===== src/rtl/float_to_fixed_pkg.sv =====
// Shared types for the float-to-fixed converter.
// Provides the IEEE-754 single field layout, exponent bias, the input class
// enum and a classifier used by the unpack stage.
package float_to_fixed_pkg;

  localparam int EXP_BIAS = 127;

  typedef struct packed {
    logic        sign;
    logic [7:0]  exp;
    logic [22:0] mant;
  } ieee_single_t;

  typedef enum logic [1:0] {
    CLS_ZERO,
    CLS_NORM,
    CLS_INF,
    CLS_NAN
  } cls_e;

  // Denormals fall into CLS_ZERO: they are flushed to an exact zero.
  function automatic cls_e classify(input ieee_single_t f);
    if (f.exp == 8'h00)      return CLS_ZERO;
    else if (f.exp != 8'hFF) return CLS_NORM;
    else if (f.mant == '0)   return CLS_INF;
    else                     return CLS_NAN;
  endfunction

endpackage


===== src/rtl/fx_round_sat.sv =====
// Final stage logic of float_to_fixed_pipe: optional rounding, saturation
// and negation of the aligned magnitude (purely combinational; the caller
// registers the outputs).
// Ports:
//   i_sign  : sign of the input value
//   i_sat   : force saturation (Inf or exponent far above range)
//   i_nan   : input was NaN
//   i_guard : first bit below the LSB (only with FLOAT_TO_FIXED_ROUND_EN)
//   i_mag   : aligned magnitude, one bit wider than INTS+FRACS
//   o_fixed : fixed-point result, o_ovf : saturated, o_nan : NaN flag
module fx_round_sat
  import float_to_fixed_pkg::*;
#(
  parameter int INTS   = 1,
  parameter int FRACS  = 22,
  parameter int SIGNED = 0,
  parameter int WIDTH  = SIGNED + INTS + FRACS
) (
  input  logic                   i_sign,
  input  logic                   i_sat,
  input  logic                   i_nan,
`ifdef FLOAT_TO_FIXED_ROUND_EN
  input  logic                   i_guard,
`endif
  input  logic [INTS+FRACS:0]    i_mag,
  output logic [WIDTH-1:0]       o_fixed,
  output logic                   o_ovf,
  output logic                   o_nan
);

  localparam int MAGW = INTS + FRACS;
  localparam logic [MAGW+1:0]  LIM  = {2'b01, {MAGW{1'b0}}};
  localparam logic [WIDTH-1:0] SMAX = {1'b0, {(WIDTH-1){1'b1}}};
  localparam logic [WIDTH-1:0] SMIN = {1'b1, {(WIDTH-1){1'b0}}};

  logic [MAGW+1:0] w_rnd;
  logic [MAGW+1:0] w_neg;

  // Ties-away-from-zero on the magnitude only needs the guard bit: any
  // remainder of half an LSB or more rounds up, regardless of sticky bits.
`ifdef FLOAT_TO_FIXED_ROUND_EN
  assign w_rnd = {1'b0, i_mag} + {{(MAGW+1){1'b0}}, i_guard};
`else
  assign w_rnd = {1'b0, i_mag};
`endif
  assign w_neg = '0 - w_rnd;

  always_comb begin
    o_fixed = '0;
    o_ovf   = 1'b0;
    o_nan   = 1'b0;
    if (i_nan) begin
      o_nan = 1'b1;
    end else if (SIGNED == 0) begin
      if (i_sat || w_rnd >= LIM) begin
        o_fixed = '1;
        o_ovf   = 1'b1;
      end else begin
        o_fixed = WIDTH'(w_rnd);
      end
    end else if (i_sign) begin
      // Magnitude exactly 2^MAGW is -2^INTS, still representable.
      if (i_sat || w_rnd > LIM) begin
        o_fixed = SMIN;
        o_ovf   = 1'b1;
      end else begin
        o_fixed = WIDTH'(w_neg);
      end
    end else begin
      if (i_sat || w_rnd >= LIM) begin
        o_fixed = SMAX;
        o_ovf   = 1'b1;
      end else begin
        o_fixed = WIDTH'(w_rnd);
      end
    end
  end

endmodule


===== src/rtl/float_to_fixed_pipe.sv =====
// IEEE-754 single to fixed-point converter, 3-stage valid/ready pipeline:
// S1 unpack/classify, S2 align shift, S3 round/saturate/negate.
// Optional macro FLOAT_TO_FIXED_ROUND_EN selects round-to-nearest
// (ties away from zero); otherwise the magnitude is truncated.
// Ports:
//   clk, reset             : rising-edge clock, synchronous active-high reset
//   in_valid/in_ready      : input handshake, in_float = IEEE single word
//   out_valid/out_ready    : output handshake
//   out_fixed              : result (WIDTH bits), out_ovf saturated, out_nan NaN
module float_to_fixed_pipe
  import float_to_fixed_pkg::*;
#(
  parameter int INTS   = 1,
  parameter int FRACS  = 22,
  parameter int SIGNED = 0,
  parameter int WIDTH  = SIGNED + INTS + FRACS
) (
  input  logic             clk,
  input  logic             reset,
  input  logic             in_valid,
  output logic             in_ready,
  input  logic [31:0]      in_float,
  output logic             out_valid,
  input  logic             out_ready,
  output logic [WIDTH-1:0] out_fixed,
  output logic             out_ovf,
  output logic             out_nan
);

  localparam int MAGW = INTS + FRACS;
  localparam int MW1  = MAGW + 1;
  // Result = sig24 * 2^(exp - EXP_BIAS + FRACS - 23).
  localparam logic signed [10:0] SH_OFS = 11'(FRACS - EXP_BIAS - 23);
  // From this shift on, the leading one lands at or above bit MW1.
  localparam logic signed [10:0] OVF_SH = 11'(MAGW - 22);

  logic         w_stall;
  ieee_single_t w_in;

  assign w_stall  = out_valid & ~out_ready;
  assign in_ready = ~w_stall;
  assign w_in     = in_float;

  // ---------------- S1: unpack / classify ----------------
  logic        r1_valid, r1_sign;
  cls_e        r1_cls;
  logic [7:0]  r1_exp;
  logic [23:0] r1_sig;

  always_ff @(posedge clk) begin
    if (reset) begin
      r1_valid <= 1'b0;
      r1_sign  <= 1'b0;
      r1_cls   <= CLS_ZERO;
      r1_exp   <= '0;
      r1_sig   <= '0;
    end else if (!w_stall) begin
      r1_valid <= in_valid;
      r1_sign  <= w_in.sign;
      r1_cls   <= classify(w_in);
      r1_exp   <= w_in.exp;
      r1_sig   <= {1'b1, w_in.mant};
    end
  end

  // ---------------- S2: align shift ----------------
  logic signed [10:0] w_sh;
  logic [10:0]        w_rsh_full;
  logic [4:0]         w_rsh;
  logic               w_big;
  logic [MW1-1:0]     w_mag;
`ifdef FLOAT_TO_FIXED_ROUND_EN
  logic [24:0]        w_gx;
  logic               w_guard;
`endif

  // Right shifts are clamped just past the significand width so that a
  // huge negative exponent cannot wrap the shifter into a nonzero result.
  always_comb begin
    w_sh       = $signed({3'b000, r1_exp}) + SH_OFS;
    w_big      = (w_sh >= OVF_SH);
    w_rsh_full = 11'(-w_sh);
    w_mag      = '0;
`ifdef FLOAT_TO_FIXED_ROUND_EN
    w_rsh   = (w_rsh_full > 11'd25) ? 5'd25 : w_rsh_full[4:0];
    w_gx    = {r1_sig, 1'b0} >> w_rsh;
    w_guard = 1'b0;
`else
    w_rsh   = (w_rsh_full > 11'd24) ? 5'd24 : w_rsh_full[4:0];
`endif
    if (!w_sh[10]) begin
      // Non-overflowing left shifts are at most 9, so 4 bits suffice.
      w_mag = MW1'(r1_sig) << w_sh[3:0];
    end else begin
`ifdef FLOAT_TO_FIXED_ROUND_EN
      w_mag   = MW1'(w_gx[24:1]);
      w_guard = w_gx[0];
`else
      w_mag   = MW1'(r1_sig >> w_rsh);
`endif
    end
  end

  logic           r2_valid, r2_sign, r2_sat, r2_nan;
  logic [MW1-1:0] r2_mag;
`ifdef FLOAT_TO_FIXED_ROUND_EN
  logic           r2_guard;
`endif

  always_ff @(posedge clk) begin
    if (reset) begin
      r2_valid <= 1'b0;
      r2_sign  <= 1'b0;
      r2_sat   <= 1'b0;
      r2_nan   <= 1'b0;
      r2_mag   <= '0;
`ifdef FLOAT_TO_FIXED_ROUND_EN
      r2_guard <= 1'b0;
`endif
    end else if (!w_stall) begin
      r2_valid <= r1_valid;
      r2_sign  <= r1_sign;
      r2_sat   <= (r1_cls == CLS_INF) || (r1_cls == CLS_NORM && w_big);
      r2_nan   <= (r1_cls == CLS_NAN);
      r2_mag   <= (r1_cls == CLS_NORM && !w_big) ? w_mag : '0;
`ifdef FLOAT_TO_FIXED_ROUND_EN
      r2_guard <= (r1_cls == CLS_NORM && !w_big) ? w_guard : 1'b0;
`endif
    end
  end

  // ---------------- S3: round / saturate / negate ----------------
  logic [WIDTH-1:0] w_fixed;
  logic             w_ovf, w_nan;

  fx_round_sat #(
    .INTS   (INTS),
    .FRACS  (FRACS),
    .SIGNED (SIGNED)
  ) u_round_sat (
    .i_sign  (r2_sign),
    .i_sat   (r2_sat),
    .i_nan   (r2_nan),
`ifdef FLOAT_TO_FIXED_ROUND_EN
    .i_guard (r2_guard),
`endif
    .i_mag   (r2_mag),
    .o_fixed (w_fixed),
    .o_ovf   (w_ovf),
    .o_nan   (w_nan)
  );

  logic             r3_valid, r3_ovf, r3_nan;
  logic [WIDTH-1:0] r3_fixed;

  always_ff @(posedge clk) begin
    if (reset) begin
      r3_valid <= 1'b0;
      r3_fixed <= '0;
      r3_ovf   <= 1'b0;
      r3_nan   <= 1'b0;
    end else if (!w_stall) begin
      r3_valid <= r2_valid;
      r3_fixed <= w_fixed;
      r3_ovf   <= w_ovf;
      r3_nan   <= w_nan;
    end
  end

  assign out_valid = r3_valid;
  assign out_fixed = r3_fixed;
  assign out_ovf   = r3_ovf;
  assign out_nan   = r3_nan;

endmodule


===== config.mk =====
export PLATFORM = sky130hd
export DESIGN_NAME = float_to_fixed_pipe
export DESIGN_NICKNAME = d
export VERILOG_FILES = /design/src/rtl/float_to_fixed_pkg.sv /design/src/rtl/fx_round_sat.sv /design/src/rtl/float_to_fixed_pipe.sv
export SDC_FILE = /design/constraint.sdc
export NUM_CORES = 1
export LEC_CHECK = 0
export BUFFER_PORTS_ARGS = -buffer_cell sky130_fd_sc_hd__buf_2
export CORE_ASPECT_RATIO = 1.4
export CORE_MARGIN = 2
export CORE_UTILIZATION = 60
export DETAILED_ROUTE_END_ITERATION = 6
export PLACE_DENSITY = 0.78
export SYNTH_ARGS = -nofsm -noshare
export SYNTH_HDL_FRONTEND = slang
export SYNTH_SLANG_ARGS = --single-unit

===== constraint.sdc =====
create_clock -name clk -period 4.1 [get_ports clk]
set_input_delay 0.205 -clock clk [delete_from_list [all_inputs] [get_ports clk]]
set_output_delay 0.205 -clock clk [all_outputs]
set_load 0.01 [all_outputs]

==> out/summary.txt <==
DIE
-----------------------------------------------------------------------------------------------------------------
Die outline area                                                                                       0.0112 mm²
Placement row count                                                                                            43
Die Height                                                                                                 124 µm
Core outline area                                                                                      0.0100 mm²
Count of pins on the block boundary                                                                            63
Overall die width                                                                                         89.9 µm
Initial standard-cell utilization of the core                                                               62.0%

LOGIC SYNTHESIS
-----------------------------------------------------------------------------------------------------------------
Dominant combinational cell family by area after synthesis                                           compound AO/OA/AOI/OAI gates
Number of instances in the synthesized netlist                                                                829
Compound-cell area share of the yosys netlist                                                               28.4%
Area share of the leading cell type in the synthesized netlist                                              28.4%
Post-synthesis area per instance                                                                         7.48 µm²
Xor/xnor share of the synthesized area                                                                     0.847%
Main synth FF type                                                                                        dfxtp_1
Basic-gate share of the synthesized area counting and, or, nand and nor cells                               22.5%
Part of the Yosys area used for sequential elements                                                         28.4%
Arithmetic-cell share of the synthesized area counting full adders, half adders and majority gates         0.605%
Number of flops mapped to enable cells by yosys                                                                 0
Number of library cell types mapped by synthesis                                                               74
Cell type contributing the most total cell area after synthesis                                           dfxtp_1
Register bit count reported by yosys                                                                           88
Number of nets produced by synthesis                                                                          868
Post-Synthesis Cell Area                                                                              0.00620 mm²
Mux contribution to synthesized area                                                                        12.9%
Synth Warn #                                                                                                    0
Largest cells by area after synthesis                                                                dfxtp_1 (28%), a21oi_1 (9.1%), nand2_1 (7.2%)
Post-synthesis async set-or-reset flop share                                                                   0%

PLACE
-----------------------------------------------------------------------------------------------------------------
Dpl ws                                                                                                   0.714 ns
Routability cong.                                                                                            1.03
Number of buffers added on ports                                                                               61
HPWL after DPL                                                                                           15500 µm
Post-Place Cells                                                                                              960

CRITICAL PATH
-----------------------------------------------------------------------------------------------------------------
Startpoint type of the worst setup path                                                                      flop
Buffering stage count on the worst path with inverters included                                                 2
Reg-to-reg setup timing slack                                                                             0.62 ns
Launch point of the worst path                                                                          r1_exp[1]
Cell-by-cell listing of the critical path                                                            inv_1 -> ha_1 -> nand2_1 -> nor4b_1 -> a211o_1 -> buf_4 -> nor2_1 -> a221oi_1 -> a311oi_1 -> o41a_1
Slowest cell delay on critical path                                                                       0.50 ns
Required time of the critical path                                                                        4.34 ns
CP max FO                                                                                                      22
Launch instance of the worst register-to-register path                                                  r1_exp[1]
Cell at the slowest stage of the critical path                                                            a211o_1
Family with the most delay on the worst path                                                         compound AO/OA/AOI/OAI gates
WP data arrival                                                                                           3.72 ns
Critical setup path kind                                                                               reg -> reg
Type of element capturing the critical path                                                                  flop

PWR
-----------------------------------------------------------------------------------------------------------------
Internal portion of total power                                                                           1690 µW
Cell Pwr Density                                                                                       363 mW/mm²
Static leakage                                                                                         0.00256 µW
Sw Pwr                                                                                                     778 µW
Portion of total power attributed to sequential cells                                                       38.7%
Maximum vdd drop                                                                                       0.000356 V
Combinational cell fraction of total power                                                                  22.2%
Fraction of power spent switching nets                                                                      31.5%
Clock group share of total power                                                                            39.1%

TIMING
-----------------------------------------------------------------------------------------------------------------
Setup-violating endpoint count in the final report                                                              0
Pins over their slew limit                                                                                      0
Shortest clock period the worst path allows after layout                                                  3.48 ns
Relative slew slack                                                                                         40.0%
Worst clock skew on the final layout                                                                   0.00973 ns
Maximum clock frequency                                                                                 0.287 GHz
Slew at the pin closest to its max-slew limit                                                            0.898 ns
Least setup slack across all paths after layout                                                          0.618 ns
Sum of negative setup slack                                                                                  0 ns
Unrepaired setup endpoints after global routing                                                             false
Final clock period utilization by the worst path                                                            84.9%
Final Hold Vio Count                                                                                            0

LAYOUT
-----------------------------------------------------------------------------------------------------------------
Total number of nets in the final design                                                                      875
Area growth from synthesis to final layout                                                                  9.85%
Antenna diodes                                                                                                  0
Fraction of final layout cells with drive strength greater than 1                                           17.5%
Top library cells by usage in the layout, fill and taps aside                                        nand2_1 (119), a21oi_1 (113), nor2_1 (98), dfxtp_1 (87), buf_2 (61)
Number of non-filler instances in the completed layout                                                        976
Footprint of the multi-input gates                                                                    0.00405 mm²
Most frequent standard cell in the layout excluding fill and tap cells                                    nand2_1
Storage element area                                                                                  0.00176 mm²
Layout fillers                                                                                                830

DETAILED ROUTING
-----------------------------------------------------------------------------------------------------------------
Vias                                                                                                         6506
Count of unresolved DRC violations after routing                                                                0
Drt pass-1 iters                                                                                                7
Initial detailed-routing violation count                                                                      550
Number of nets with antenna violations after detailed routing                                                   0
Average wire per cell in the routed design                                                                21.6 µm
Post-detailed-routing wire length                                                                        21000 µm
Number of vias per cell                                                                                      6.67

CLOCK NETWORK
-----------------------------------------------------------------------------------------------------------------
Clk root buf                                                                                            clkbuf_16
Total of hold buffers inserted after clock tree synthesis                                                       0
Cts bufs inserted                                                                                               9
TritonCTS clock tree                                                                                        built
Clock edge transition at the registers on the reported setup and hold paths                               0.07 ns
Post-CTS Resized                                                                                                0
Longest Clk Path Bufs                                                                                           2
Postcts setup bufs                                                                                              0
H-tree depth reported by CTS                                                                                    3
Clk_lat worst skew                                                                                        0.36 ns
TritonCTS sink count                                                                                           88

GRT
-----------------------------------------------------------------------------------------------------------------
First-pass GRT wire length                                                                               33100 µm
Initial antenna violation count                                                                                 0
Maximum number of pins on one net before global-route repair                                                   81
GRT Resource Usage Total                                                                                    37.4%
Residual overflow from global routing                                                                           0
Via count of the first global-routing pass                                                                   6012

WORST HOLD PATH
-----------------------------------------------------------------------------------------------------------------
Hold_sp                                                                                              in_float[14]
Min-delay worst type                                                                                    in -> reg

JOB
-----------------------------------------------------------------------------------------------------------------
Count of max-cap constraint violations                                                                          0

OUTCOME
-----------------------------------------------------------------------------------------------------------------
Outcome                                                                                              finished clean

-- worst register-to-register path, delay by kind of cell, from the launching register on --
kind	cells	cell delay [ns]
DFF	1	0.39
and+or+nand+nor	3	0.77
buffers and inverters	2	0.52
AOI/OAI and AO/OA	4	1.31
adders and majority gates	1	0.38
-- per-stage QoR --
step	util [%]	area (µm²)	power, µW	hold slack [ns]
finish	68.1	6810	2470	0.0978
global placement	64.6	6470	1490	0.437
detailed placement	64.6	6470	1500	0.447
global route	68.1	6810	2550	0.106
floorplan	-	6200	1340	0.345
CTS	68.1	6810	2460	0.0941
-- sequential cells by signal, indices dropped and copies added (netlist names) --
name and count:
r2_mag 24, r2_valid 1, out_ovf 1, r2_nan 1, out_valid 1, r1_exp 8, out_nan 1, r2_sat 1
r1_valid 1, out_fixed 23, r1_cls 2, r1_sig 24
-- per-layer routing --
metal	track usage, %	wire length, µm
met1	46.7	8360
met2	62.3	10100
met3	7.26	1660
met4	17.5	951
met5	0	0
-- cell usage after synthesis, drive strengths merged, types with 4 or more instances --
| library cell | n |
|---|---|
| a211oi | 15 |
| a21oi | 114 |
| a221oi | 6 |
| a22oi | 21 |
| a2bb2oi | 4 |
| a311oi | 6 |
| a31oi | 6 |
| a32oi | 6 |
| and2 | 7 |
| buf | 23 |
| clkbuf | 62 |
| dfxtp | 88 |
| inv | 8 |
| mux2 | 9 |
| mux2i | 29 |
| mux4 | 18 |
| nand2 | 121 |
| nand2b | 5 |
| nand3 | 10 |
| nand4 | 5 |
| nor2 | 99 |
| nor2b | 4 |
| nor3 | 33 |
| nor4 | 10 |
| o211ai | 8 |
| o21ai | 39 |
| o221ai | 4 |
| o22ai | 7 |
| o31ai | 4 |
| or2 | 5 |
| xnor2 | 4 |
-- cell families after synthesis --
family,after synthesis
mux,56
xor+xnor,6
compound gates,274
fa+ha+maj,3
buf+inv,94
flops,88
simple gates,308
-- power by group through the flow --
stage | sequential, µW | clock, µW | combinational, µW
after floorplan | 936 | 0 | 402
after global placement | 969 | 0 | 521
after detailed placement | 972 | 0 | 529
after CTS | 952 | 971 | 534
after global routing | 960 | 997 | 593
final | 956 | 967 | 550
-- area by class of cell --
type,count,area share (%)
multi-input combinational,647,59.4
sequential,88,25.9
timing repair buffer,81,6.69
clock buffer,10,3.36
tap,135,2.48
clock inverter,6,1.69
inverter,9,0.496
-- final timing paths --
kind | to | depth (start not counted)
setup reg to reg | r2_mag[2] | 10
setup / recovery | r2_mag[2] | 10
hold reg to reg | r2_valid | 2
hold / removal | r1_sig[14] | 3
No activity file was read; power rests on OpenSTA's default activity.
